### config.mk
export PLATFORM = sky130hd
export DESIGN_NAME = writeback_arbiter
export DESIGN_NICKNAME = d
export VERILOG_FILES = /design/src/rtl/writeback_arbiter_pkg.sv /design/src/rtl/wb_rr_select.sv /design/src/rtl/writeback_arbiter.sv
export SDC_FILE = /design/constraint.sdc
export NUM_CORES = 1
export LEC_CHECK = 0
export ABC_AREA = 1
export ABC_CLOCK_PERIOD_IN_PS = 5950
export CORE_MARGIN = 4
export CORE_UTILIZATION = 48
export CTS_CLUSTER_DIAMETER = 200
export DETAILED_ROUTE_END_ITERATION = 12
export PLACE_DENSITY = 0.82
export SLEW_MARGIN = 20
export SYNTH_ARGS = -nofsm -noshare
export SYNTH_HDL_FRONTEND = slang
export SYNTH_HIERARCHICAL = 1
export SYNTH_SLANG_ARGS = --single-unit
### constraint.sdc
create_clock -name clk -period 5.95 [get_ports clk]
set_clock_uncertainty 0.05 [all_clocks]
set_input_delay 0.595 -clock clk [delete_from_list [all_inputs] [get_ports clk]]
set_output_delay 0.595 -clock clk [all_outputs]
set_load 0.05 [all_outputs]
### src/rtl/writeback_arbiter_pkg.sv
// Shared types and default sizing for the register-file writeback arbiter.
// The result record travels from the execution units to the writeback ports.
package writeback_arbiter_pkg;

  localparam int WB_NUM_REQ   = 4;
  localparam int WB_NUM_PORTS = 2;

  localparam int XLEN        = 32;
  localparam int REG_ADDR_W  = 5;
  localparam int NUM_WB_REGS = 2;   // destinations a single result may write
  localparam int TRANS_ID_W  = 3;

  typedef logic [REG_ADDR_W-1:0] reg_addr_t;

  typedef struct packed {
    reg_addr_t [NUM_WB_REGS-1:0] writereg;
    logic [XLEN-1:0]             result;
    logic [TRANS_ID_W-1:0]       trans_id;
  } writeback_data_t;

  typedef struct packed {
    logic            valid;
    writeback_data_t data;
  } wb_port_t;

endpackage

### src/rtl/wb_rr_select.sv
// Combinational round-robin scan: grants up to NUM_PORTS requesters starting at
// rr_ptr, skipping any whose nonzero destinations collide with an earlier grant.
module wb_rr_select
  import writeback_arbiter_pkg::*;
#(
  parameter int NUM_REQ   = WB_NUM_REQ,
  parameter int NUM_PORTS = WB_NUM_PORTS,
  parameter int PTR_W     = (NUM_REQ > 1) ? $clog2(NUM_REQ) : 1,
  parameter int PSEL_W    = (NUM_PORTS > 1) ? $clog2(NUM_PORTS) : 1
) (
  input  logic [NUM_REQ-1:0]                        valid,
  input  reg_addr_t [NUM_REQ-1:0][NUM_WB_REGS-1:0]  dest,
  input  logic [PTR_W-1:0]                          rr_ptr,
  output logic [NUM_REQ-1:0]                        grant,
  output logic [NUM_PORTS-1:0]                      port_valid,
  output logic [NUM_PORTS-1:0][PTR_W-1:0]           port_sel,
  output logic                                      any_grant,
  output logic [PTR_W-1:0]                          last_idx,
  output logic                                      conflict
);

  localparam int NUM_ARCH_REGS = 2 ** REG_ADDR_W;
  localparam int CNT_W         = $clog2(NUM_PORTS + 1);

  localparam logic [PTR_W:0]   NUM_REQ_L   = (PTR_W + 1)'(NUM_REQ);
  localparam logic [CNT_W-1:0] NUM_PORTS_L = CNT_W'(NUM_PORTS);

  logic [NUM_ARCH_REGS-1:0] claimed;
  logic [CNT_W-1:0]         n_grant;
  logic [PTR_W:0]           idx_ext;
  logic [PTR_W-1:0]         idx;
  logic                     hit;

  // NOTE: every variable gets a default before the loop; a path that skipped
  // an assignment would otherwise infer a latch.
  always_comb begin
    grant      = '0;
    port_valid = '0;
    port_sel   = '0;
    any_grant  = 1'b0;
    last_idx   = rr_ptr;
    conflict   = 1'b0;
    claimed    = '0;
    n_grant    = '0;
    idx_ext    = '0;
    idx        = '0;
    hit        = 1'b0;

    for (int i = 0; i < NUM_REQ; i++) begin
      idx_ext = {1'b0, rr_ptr} + (PTR_W + 1)'(i);
      if (idx_ext >= NUM_REQ_L) idx_ext = idx_ext - NUM_REQ_L;
      idx = idx_ext[PTR_W-1:0];

      // x0 is a discard target, so it never blocks anyone
      hit = 1'b0;
      for (int j = 0; j < NUM_WB_REGS; j++) begin
        if (dest[idx][j] != '0 && claimed[dest[idx][j]]) hit = 1'b1;
      end

      if (valid[idx]) begin
        if (n_grant == NUM_PORTS_L) begin
          // out of ports: deferred, but not counted as a conflict
        end else if (hit) begin
          conflict = 1'b1;
        end else begin
          grant[idx]                       = 1'b1;
          port_valid[n_grant[PSEL_W-1:0]]  = 1'b1;
          port_sel[n_grant[PSEL_W-1:0]]    = idx;
          n_grant                          = n_grant + CNT_W'(1);
          last_idx                         = idx;
          any_grant                        = 1'b1;
          for (int j = 0; j < NUM_WB_REGS; j++) begin
            claimed[dest[idx][j]] = 1'b1;
          end
        end
      end
    end
  end

endmodule

### src/rtl/writeback_arbiter.sv
// Writeback arbiter: round-robin grants execution-unit results onto the
// register-file write ports through a single registered output stage.
module writeback_arbiter
  import writeback_arbiter_pkg::*;
#(
  parameter int NUM_REQ   = WB_NUM_REQ,
  parameter int NUM_PORTS = WB_NUM_PORTS
) (
  input  logic                                clk,
  input  logic                                reset,
  input  logic                                flush,
  input  logic [NUM_REQ-1:0]                  req_valid,
  input  writeback_data_t [NUM_REQ-1:0]       req_data,
  output logic [NUM_REQ-1:0]                  req_ready,
  output logic [NUM_PORTS-1:0]                wb_valid,
  output writeback_data_t [NUM_PORTS-1:0]     wb_data,
  output logic [31:0]                         conflict_cnt
);

  localparam int PTR_W  = (NUM_REQ > 1) ? $clog2(NUM_REQ) : 1;
  localparam int PSEL_W = (NUM_PORTS > 1) ? $clog2(NUM_PORTS) : 1;

  localparam logic [PTR_W:0] NUM_REQ_L = (PTR_W + 1)'(NUM_REQ);

  logic [PTR_W-1:0]                          rr_ptr;
  logic [PTR_W-1:0]                          ptr_next;
  logic [PTR_W:0]                            ptr_inc;
  logic [NUM_REQ-1:0]                        scan_valid;
  reg_addr_t [NUM_REQ-1:0][NUM_WB_REGS-1:0]  req_dest;
  logic [NUM_REQ-1:0]                        grant;
  logic [NUM_PORTS-1:0]                      port_valid;
  logic [NUM_PORTS-1:0][PTR_W-1:0]           port_sel;
  logic                                      any_grant;
  logic [PTR_W-1:0]                          last_idx;
  logic                                      conflict;
  wb_port_t [NUM_PORTS-1:0]                  stage_d;
  wb_port_t [NUM_PORTS-1:0]                  stage_q;

  // Masking the scan input suppresses grants and conflict counting together.
  assign scan_valid = req_valid & {NUM_REQ{~(flush | reset)}};

  always_comb begin
    req_dest = '0;
    for (int r = 0; r < NUM_REQ; r++) begin
      req_dest[r] = req_data[r].writereg;
    end
  end

  wb_rr_select #(
    .NUM_REQ   (NUM_REQ),
    .NUM_PORTS (NUM_PORTS),
    .PTR_W     (PTR_W),
    .PSEL_W    (PSEL_W)
  ) u_select (
    .valid      (scan_valid),
    .dest       (req_dest),
    .rr_ptr     (rr_ptr),
    .grant      (grant),
    .port_valid (port_valid),
    .port_sel   (port_sel),
    .any_grant  (any_grant),
    .last_idx   (last_idx),
    .conflict   (conflict)
  );

  assign req_ready = grant;

  assign ptr_inc  = {1'b0, last_idx} + (PTR_W + 1)'(1);
  assign ptr_next = (ptr_inc == NUM_REQ_L) ? '0 : ptr_inc[PTR_W-1:0];

  // Unused ports keep their old payload; only the valid bit is refreshed.
  always_comb begin
    stage_d = stage_q;
    for (int k = 0; k < NUM_PORTS; k++) begin
      stage_d[k].valid = port_valid[k];
      if (port_valid[k]) stage_d[k].data = req_data[port_sel[k]];
    end
  end

  // NOTE: state is updated with non-blocking assignments so every register
  // samples the pre-edge values regardless of statement order.
  // NOTE: the payload is reset as well because wb_data must read zero out of
  // reset; a deep result buffer would normally leave its data unreset.
  always_ff @(posedge clk or posedge reset) begin
    if (reset) begin
      stage_q      <= '0;
      rr_ptr       <= '0;
      conflict_cnt <= '0;
    end else begin
      stage_q <= stage_d;
      if (any_grant) rr_ptr <= ptr_next;
      if (conflict && conflict_cnt != '1) conflict_cnt <= conflict_cnt + 32'd1;
    end
  end

  always_comb begin
    wb_valid = '0;
    wb_data  = '0;
    for (int k = 0; k < NUM_PORTS; k++) begin
      wb_valid[k] = stage_q[k].valid;
      wb_data[k]  = stage_q[k].data;
    end
  end

  a_ready_needs_valid: assert property (@(posedge clk) disable iff (reset)
    (req_ready & ~req_valid) == '0);
  a_ports_not_oversubscribed: assert property (@(posedge clk) disable iff (reset)
    $countones(req_ready) <= NUM_PORTS);

endmodule

---- Yosys cells after proc, flatten, opt, wreduce, memory -nomap -nowiden ----
Memory sizes are Yosys's and may differ from the RTL's.
Index checks and enable logic that the tools add are counted.
Widths: inputs -> output; s select.
word-level totals
  memory bits (read-only) ................. 64
  memories kept ........................... 2
  input port bits ......................... 187
  logic and storage cells ................. 270
  register bits ........................... 126
  output and inout bits ................... 128
memory list
  memory           words  bits a word  rd ports  clocked after Yosys merged registers in  wr ports  RTL line            text
  (no name shown)  32     1            1         0                                        0         wb_rr_select.sv:57  if (dest[idx][j] != '0 && claimed[dest[idx][j]]) hit = 1'b1;
  (no name shown)  32     1            1         0                                        0         wb_rr_select.sv:57
operators by class
  muxes and demuxes ....................... 162
  bitwise gates (word level) .............. 14
  add/subtract/negate cells ............... 11
  reduce and logical (&&, ||, !) cells .... 30
  eq/ne operators ......................... 5
  magnitude comparators ................... 34
operators by type and width
  cell                   count
  $mux 32                8
  $bmux 45 s2            2
  $or 32x32->32          5
  $mux 45                2
  $bmux 10 s2            4
  $mux 4                 20
  $mux 2                 37
  $mux 1                 56
  $lt 5x6->1 const B     8
  $mux 10                4
  $reduce_bool 5->1      8
  $add 32x1->32 const B  1
  $ne 32x32->1 const B   1
  $bmux 1 s5             6
  $demux 1 s5            6
  $ge 5x1->1 const B     6
  $logic_and 1x1->1      22
  $lt 2x3->1 const B     6
  $bwmux 4               3
  $or 4x4->4             3
  $ge 3x3->1 const B     3
  $bmux 1 s2             4
  $demux 1 s2            4
  $ge 2x1->1 const B     4
  16 further kinds       33

---- Depth between registers and ports, before layout ----
Gate-level depths: netlist (run 1).
  depth after elaboration ................. 38
  gate-level depth with buffers ........... 52
  depth with buffers taken out ............ 47

---- Modules after synthesis ----
The synthesis (run 1) kept the hierarchy.
by module, submodules not included
  module             times used  area an instance (sq um)  cells each  sequential area each (sq um)
  writeback_arbiter  1           8,046.5                   1,149       3,153.0
  wb_rr_select       1           6,317.3                   1,342       0.0

---- Worst setup path after synthesis (run 1) ----
No wires, ideal clock.
  path kind ............................... reg-to-output
  start point ............................. register rr_ptr[1]
  end point ............................... output port req_ready[0]
  slack ................................... -0.563 ns
  cell stages (with the launch flop) ...... 34
  required time ........................... 5.305 ns
  data arrival time ....................... 5.868 ns
  path buffers ............................ 5
  path through ............................ dfrtp_1 inv_2 buf_2 buf_1 ha_1 buf_2 inv_1 buf_2 nand2_1 o21ai_2 inv_2 nand2_1 inv_2 nand2_1 nand2_1 inv_1 nand2_1 nand2_1 nand3_1 nor2_1 nand2_1 nand2_2 inv_1 ha_1 a21oi_1 ha_1 a211oi_1 buf_1 nand2_4 nand2_1 nand2_1 a21oi_1 nand2_4 o21ai_1
between the ends
  longest elaborated chain between the ends .. 35
  elaborated cells on any way between the ends .. 161
  classes of those cells .................. add/sub: 9; order compare: 24; eq/ne: 3; mux: 89; bitwise: 8; reduce/logical: 26; memory: 2
ends and longest elaborated chain
  what                                                                      RTL line                                text
  from (decl)                                                               writeback_arbiter.sv:25                 logic [PTR_W-1:0] rr_ptr;
  from (signal assigned)                                                    writeback_arbiter.sv:91                 if (any_grant) rr_ptr <= ptr_next;
  $ge 2x3->1 / $sub 2x1->2 (equally long branches)                          wb_rr_select.sv:51                      if (idx_ext >= NUM_REQ_L) idx_ext = idx_ext - NUM_REQ_L;
  $mux 2                                                                    wb_rr_select.sv:51
  $bmux 10 s2                                                               wb_rr_select.sv:57, wb_rr_select.sv:73
  $mux 10 (not written as such)                                             wb_rr_select.sv:57, wb_rr_select.sv:73
  $lt 5x6->1 (not written as such) (tied with other cells)                  wb_rr_select.sv:73                      claimed[dest[idx][j]] = 1'b1;
  $logic_and 1x1->1 (not written as such) / $mux 1 (equally long branches)  wb_rr_select.sv:73, wb_rr_select.sv:57
  $mux 1 (not written as such) / $logic_and 1x1->1 (equally long branches)  wb_rr_select.sv:73, wb_rr_select.sv:57
  $demux 1 s5 / $mux 1 (equally long branches)                              --
  (+18 left out)                                                            --
  $mux 32                                                                   wb_rr_select.sv:60                      if (valid[idx]) begin
  $bmux 1 s5                                                                wb_rr_select.sv:57
  $mux 1 (not written as such)                                              wb_rr_select.sv:57
  $logic_and 1x1->1                                                         wb_rr_select.sv:57
  $mux 1 (2 in a row)                                                       wb_rr_select.sv:57
  $mux 4                                                                    wb_rr_select.sv:63                      end else if (hit) begin
  $mux 4                                                                    wb_rr_select.sv:61                      if (n_grant == NUM_PORTS_L) begin
  $mux 4 (*)                                                                wb_rr_select.sv:60
  to (decl)                                                                 writeback_arbiter.sv:14                 output logic [NUM_REQ-1:0] req_ready,
Mark *: on every way between the ends. The rest lies on a longest branch, timed or not. The select of a mux whose other input is x is not followed.

---- Final worst setup path (run 1) ----
  start point ............................. register rr_ptr[0]
  end point ............................... register stage_q, in the netlist wb_data[65]
between the ends
  longest elaborated chain between the ends .. 37
  elaborated cells on any way between the ends .. 174
  classes of those cells .................. add/sub: 9; order compare: 22; eq/ne: 3; mux: 105; bitwise: 8; reduce/logical: 25; memory: 2
ends and longest elaborated chain
  what                                                                      RTL line                                text
  $ge 2x3->1 / $sub 2x1->2 (equally long branches)                          wb_rr_select.sv:51
  $mux 2                                                                    wb_rr_select.sv:51
  $bmux 10 s2                                                               wb_rr_select.sv:57, wb_rr_select.sv:73
  $mux 10 (not written as such)                                             wb_rr_select.sv:57, wb_rr_select.sv:73
  $lt 5x6->1 (not written as such) (tied with other cells)                  wb_rr_select.sv:73
  $logic_and 1x1->1 (not written as such) / $mux 1 (equally long branches)  wb_rr_select.sv:73, wb_rr_select.sv:57
  $mux 1 (not written as such) / $logic_and 1x1->1 (equally long branches)  wb_rr_select.sv:73, wb_rr_select.sv:57
  $demux 1 s5 / $mux 1 (equally long branches)                              --
  (+21 left out)                                                            --
  $logic_and 1x1->1 / $mux 2 (equally long branches)                        wb_rr_select.sv:57, wb_rr_select.sv:68
  $mux 1 / $demux 2 s1 (equally long branches)                              --
  $mux 1 / $bwmux 4 (equally long branches)                                 wb_rr_select.sv:57, wb_rr_select.sv:68
  $mux 4                                                                    wb_rr_select.sv:63
  $mux 4                                                                    wb_rr_select.sv:61
  $mux 4                                                                    wb_rr_select.sv:60
  $bmux 45 s2                                                               writeback_arbiter.sv:76                 if (port_valid[k]) stage_d[k].data = req_data[port_sel[k]];
  $mux 45 (not written as such)                                             writeback_arbiter.sv:76
  to (signal assigned)                                                      writeback_arbiter.sv:90                 stage_q <= stage_d;
  to (decl)                                                                 writeback_arbiter.sv:37                 wb_port_t [NUM_PORTS-1:0] stage_q;
Parallel ways exist; a longest one is shown, timed or not. The select of a mux whose other input is x is not followed.
A chain may end at the register's enable or synchronous reset.

==> flow_metrics.tcl, run 1 <==
set metrics [dict create \
    outcome "finished, violations left" \
    violations "negative setup slack" \
    startpoint "rr_ptr[0]$_DFFE_PP0P_" \
    clock_sinks 126 \
    htree_levels 4 \
    cp-start-kind "register" \
    cts-root-buf "clkbuf_16" \
    synthArstFlopShare_pct 100 \
    yosys_warnings 6 \
    io_buffers 314 \
    cp_num_cells 48 \
    crit_fanout 7 \
    dpl.hpwl_mm 50.9 \
    final_common_cell "nand2_1" \
    endpoint_kind "register" \
    antenna_found_initial 6 \
    wl_met3_mm 7.82 \
    finalSetupViolCount 100 \
    cts_made_buffers 17 \
    drt-initial-drc-count 3108 \
    post-route-period-util_pct 105 \
    routed.top_layer "met5" \
    synthTopCellsByArea "dfrtp_1 (22%), nand2_1 (19%), nand3_1 (9.4%), nor2_1 (6.8%), inv_1 (6.7%)" \
    critPathCapture "wb_data[65]$_DFFE_PP0P_" \
    start_util_pct 48.6 \
    clock_path_buffers 2 \
    netlist_area_mm2 0.0144 \
    dr.pass1.iters 6 \
    cts_tree "built" \
    fp.dieH_um 181 \
    path_delay_family "simple AND/OR/NAND/NOR gates" \
    drive_gt1_share_pct 20.8 \
    min_path_type "input pin to asynchronous set/reset pin" \
    rsz0062_at_grt "yes" \
    grt_start_max_net_pins 69 \
    grt_first_pass_wirelength_mm 106 \
    final_util_pct 75.7 \
    core-area_mm2 0.0296 \
    synth_top_area_share_pct 22.0 \
    r2r-start "rr_ptr[0]$_DFFE_PP0P_" \
    routed-via-count 21100 \
    required_ns 6.22 \
    syn_inst 2491 \
    path_buf_inv 12 \
    met2_length_mm 32.6 \
    insertion_delay_ns 0.42 \
    final_cell_mix "nand2_1 (661), clkdlybuf4s50_1 (306), inv_1 (250)" \
    synth_top_area_cell "dfrtp_1" \
    wire_per_inst_um 21.0 \
    max_slew_margin_pct 18.5 \
    post-route-min-period_ns 6.25 \
    slowest_stage "dfrtp_2" \
    overflow 0 \
    worst-slew-pin-transition_ns 1.21 \
    cts_hold_buf 0 \
    dieWidth_um 181 \
    slew_viol_final 0 \
    drc 0 \
    ff2ff_path_depth 48 \
    path_common_cell "nand2_1" \
    worstPathArrival_ns 6.52 \
    syn_nets 2690 \
    cpPeakStageDelay_ns 0.46 \
    finalWirelength_mm 72.0 \
    fmaxAchievable_mhz 160 \
    met1Wirelength_mm 26.5 \
    setup.worst_path.class "register to register" \
    synth_area_per_cell_um2 5.77 \
    synthFlopType "dfrtp_1" \
    setup_ws_ns -0.300 \
    ant_nets 0 \
    synth_edf_count 0 \
    io_pins 315 \
    gp_congestion 1.04 \
    grt_pass1_vias 19200 \
    r2r_end "wb_data[65]$_DFFE_PP0P_" \
    syn2layout_area_growth_pct 55.7 \
    rows 63 \
    routed_via_density 6.14 \
    clk_pin_slew_worst_paths_ns 0.07 \
    track_usage_pct 39.8 \
    ys_seq_area_share_pct 22.0 \
    fill_cells 2274 \
    timing.hold.ws_ns 0.489 \
    final_nets 3224 \
    yosys_register_bits 126 \
    die_area_mm2 0.0328 \
    finalHoldViolCount 0 \
    max_cap_viol_count 0 \
    r2r_setup_slack_ns -0.30 \
    synth_cell_type_count 50 \
]
## stage by stage
| stage | area (um2) | setup TNS (ns) | setup WS, ns | instances |
|---|---|---|---|---|
| 6_report | 22400 | -14.22 | -0.300 | 3432 |
| 3_3_place_gp | 19800 | -54.15 | -0.535 | 3327 |
| 2_1_floorplan | 14400 | 0 | 0.00195 | 2491 |
| 3_5_place_dp | 19800 | -64.74 | -0.634 | 3327 |
| 5_1_grt | 22400 | -41.08 | -0.567 | 3432 |
| 4_1_cts | 21500 | -0.202 | -0.0545 | 3399 |
## synth_stat cells (2+ instances only)
| library cell | instances |
|---|---|
| buf_4 | 6 |
| nand2_2 | 14 |
| clkinv_1 | 9 |
| o21ai_2 | 7 |
| nand3b_1 | 7 |
| nand4_2 | 3 |
| nor3_1 | 6 |
| nand2_4 | 4 |
| dfrtp_1 | 126 |
| o21bai_1 | 2 |
| a22o_1 | 7 |
| nor2_2 | 12 |
| clkbuf_1 | 75 |
| buf_1 | 14 |
| inv_1 | 256 |
| or2_1 | 7 |
| nor2_4 | 13 |
| a21oi_2 | 2 |
| nand2_1 | 718 |
| o22ai_1 | 50 |
| nor2_8 | 2 |
| a21oi_1 | 109 |
| xnor2_1 | 8 |
| nand3_2 | 4 |
| buf_6 | 15 |
| a31oi_1 | 92 |
| nand4_1 | 34 |
| o21ai_1 | 45 |
| buf_2 | 20 |
| or2_2 | 5 |
| o211ai_1 | 92 |
| xor2_1 | 2 |
| nand3_1 | 270 |
| ha_1 | 12 |
| o21ai_0 | 125 |
| mux2_2 | 2 |
| inv_2 | 31 |
| nor2_1 | 260 |
| and2_1 | 10 |
| o21a_1 | 5 |
## tightest hold or removal path, stage by stage
cell           delay [ns]
dlygate4sd2_1        0.25
buf_4                0.15
inv_6                0.44
## layer usage
layer  vias up  GRT usage [%]
met5         -              0
met4         2           20.7
met3       387           6.62
met2      1599           65.9
met1      9697           49.9
li1       9391              -
## timing repair
item                       in CTS  in global routing
pin swaps                      36                102
setup endpoints to repair     110                130
gates cloned                   12                 20
resized for setup             136                118
setup buffers                  29                  9
## cell type report
class,count,area (um2),area share [%]
diodes,5,12.5,0.0559
clock buffers,17,425,1.90
clock inverters,14,159,0.710
inverters,297,1140,5.12
multi-input cells,1940,10300,46.0
flip-flops and latches,126,3150,14.1
well taps,390,488,2.18
repair buffers,643,6690,29.9
## worst min path at each step
stage	cells after the start	endpoint	start	slack [ns]
finish	3	conflict_cnt[15]$_DFFE_PP0P_	reset	0.49
global placement	2	wb_data[66]$_DFFE_PP0P_	wb_data[66]$_DFFE_PP0P_	0.48
global route	2	wb_data[13]$_DFFE_PP0P_	wb_data[13]$_DFFE_PP0P_	0.51
detailed placement	2	wb_data[49]$_DFFE_PP0P_	wb_data[49]$_DFFE_PP0P_	0.48
floorplan	1	rr_ptr[0]$_DFFE_PP0P_	rr_ptr[0]$_DFFE_PP0P_	0.52
CTS	2	wb_data[88]$_DFFE_PP0P_	wb_data[88]$_DFFE_PP0P_	0.49
## registers in the layout (all words and copies together), names as in the netlist
name,flops
wb_valid,2
conflict_cnt,32
wb_data,90
rr_ptr,2
## cells by family (layout without fill, tap and decap cells)
family | Yosys count | in the layout | share of synthesized area [%]
flops | 126 | 126 | 22.0
fa+ha+maj | 12 | 12 | 1.05
xor+xnor | 10 | 10 | 0.610
compound gates | 541 | 541 | 22.4
mux | 3 | 3 | 0.226
simple gates | 1372 | 1374 | 41.5
buf+inv | 427 | 971 | 12.3
other cells | 0 | 5 | 0
Power of run 1 is not shown: default switching activity piles up to over one toggle a cycle in this logic, so the estimate is an artifact.
==> inputs of run 2 (changes only) <==
MAX_ROUTING_LAYER = met4   (was default)
==> run 2 against run 1 <==
  * The flow still finishes with violations (negative setup slack)
  * Non-clock buffer count increased by 3
  * Fmax increased by 0.62%
  * Cell count about the same
  * Count of clock-buffer cells in the layout unchanged
  * Critical path type is now register to output port
  * Critical endpoint is now req_ready[3]
==> flow_metrics.tcl, run 2 (same netlist as run 1, synthesis figures left out) <==
set metrics [dict create \
    clock_sinks 126 \
    die_area_mm2 0.0328 \
    post-route-min-period_ns 6.21 \
    outcome "finished, violations left" \
    rsz0062_at_grt "yes" \
    worst-slew-pin-transition_ns 1.16 \
    dpl.hpwl_mm 52.2 \
    cp-start-kind "register" \
    max_cap_viol_count 0 \
    rows 63 \
    fmaxAchievable_mhz 161 \
    grt_first_pass_wirelength_mm 110 \
    finalSetupViolCount 89 \
    slew_viol_final 0 \
    violations "negative setup slack" \
    largest_reg_flops 90 \
    max_slew_margin_pct 21.8 \
    drive_gt1_share_pct 20.3 \
    dieWidth_um 181 \
    io_buffers 314 \
    overflow 0 \
    slowest_stage "dfrtp_2" \
    drc 0 \
    antenna_found_initial 4 \
    finalWirelength_mm 75.2 \
    track_usage_pct 43.1 \
    cts-root-buf "clkbuf_16" \
    ant_nets 0 \
    fp.dieH_um 181 \
    final_common_cell "nand2_1" \
    final_cell_mix "nand2_1 (665), clkdlybuf4s50_1 (308), inv_1 (251)" \
    wire_per_inst_um 21.9 \
    final_nets 3225 \
    cts_tree "built" \
    worstPathArrival_ns 5.57 \
    finalHoldViolCount 0 \
    routed_via_density 6.21 \
    setup.worst_path.class "register to output port" \
    min_path_type "input pin to asynchronous set/reset pin" \
    grt_start_max_net_pins 82 \
    cpPeakStageDelay_ns 0.45 \
    start_util_pct 48.6 \
    clk_pin_slew_worst_paths_ns 0.07 \
    endpoint_kind "output port" \
    crit_fanout 17 \
    io_pins 315 \
    setup_ws_ns -0.261 \
    final_util_pct 75.8 \
    grt_pass1_vias 19400 \
    syn2layout_area_growth_pct 56.0 \
    insertion_delay_ns 0.45 \
    final_cell_count_no_fill 3434 \
    htree_levels 4 \
    post-route-period-util_pct 104 \
    routed-via-count 21300 \
    dp.cells 3338 \
    startpoint "rr_ptr[0]$_DFFE_PP0P_" \
    placed_cell_area_mm2 0.0200 \
    gp_congestion 1.11 \
    regArea_mm2 0.00315 \
    clock_path_buffers 2 \
    fill_cells 2126 \
    path_common_cell "nand2_1" \
    path_delay_family "simple AND/OR/NAND/NOR gates" \
    multi_input_area_mm2 0.0103 \
    dr.pass1.iters 8 \
    fin_area_mm2 0.0224 \
    path_buf_inv 8 \
    cts_made_buffers 17 \
    drt-initial-drc-count 3026 \
    required_ns 5.31 \
    r2r-start "rr_ptr[0]$_DFFE_PP0P_" \
    pre_cts_slack_ns -0.501 \
    core-area_mm2 0.0296 \
]
[run 2: metrics by stage]
step | hold slack (ns) | setup TNS, ns
finish | 0.410 | -9.35
global route | 0.485 | -39.02
CTS | 0.486 | -0.359
detailed placement | 0.478 | -45.73
global placement | 0.475 | -31.16
floorplan | 0.517 | 0
[run 2: repair_timing]
item | 4_1_cts | 5_1_grt
pin swaps | 10 | 80
endpoints found under the setup margin | 62 | 130
hold buffers | 0 | 0
cloned | 9 | 14
setup buffers | 12 | 25
gates resized for setup | 46 | 193
endpoints found under the hold margin | 0 | 0
[run 2: final timing paths]
kind / end / slack (ns) / depth (start not counted)
worst max-delay path: req_ready[3] / -0.26 / 38
worst min-delay path: wb_data[41]$_DFFE_PP0P_ / 0.41 / 3
worst max register to register: wb_data[76]$_DFFE_PP0P_ / -0.22 / 43
worst min register to register: wb_data[24]$_DFFE_PP0P_ / 0.49 / 2
max in group asynchronous: wb_data[78]$_DFFE_PP0P_ / 4.31 / 4
min in group clk: wb_data[24]$_DFFE_PP0P_ / 0.49 / 2
[run 2: cell type report]
cell class                 instances  area share [%]
clock inverter                    15           0.944
inverter                         297            5.05
sequential                       126            14.1
clock buffer                      17            1.90
tap                              390            2.18
multi-input combinational       1938            45.8
timing repair buffer             646            30.0
antenna                            5          0.0558
[run 2: per-layer routing]
metal,vias up,part of all wire (%),global-route usage [%]
li1,9388,-,-
met1,9781,36,52.7
met2,1684,45,67.0
met3,466,11,8.23
met4,0,7.7,24.2
met5,-,0,-
[run 2: worst reg2reg max path, delay by kind of cell (launching register included)]
family / cells / cell delay [ns]
and+or+nand+nor: 29 / 3.19
buffers and inverters: 9 / 1.38
AOI/OAI and AO/OA: 4 / 0.72
DFF: 1 / 0.45
adders and majority gates: 1 / 0.29
Power of run 2 is left out for the same reason.
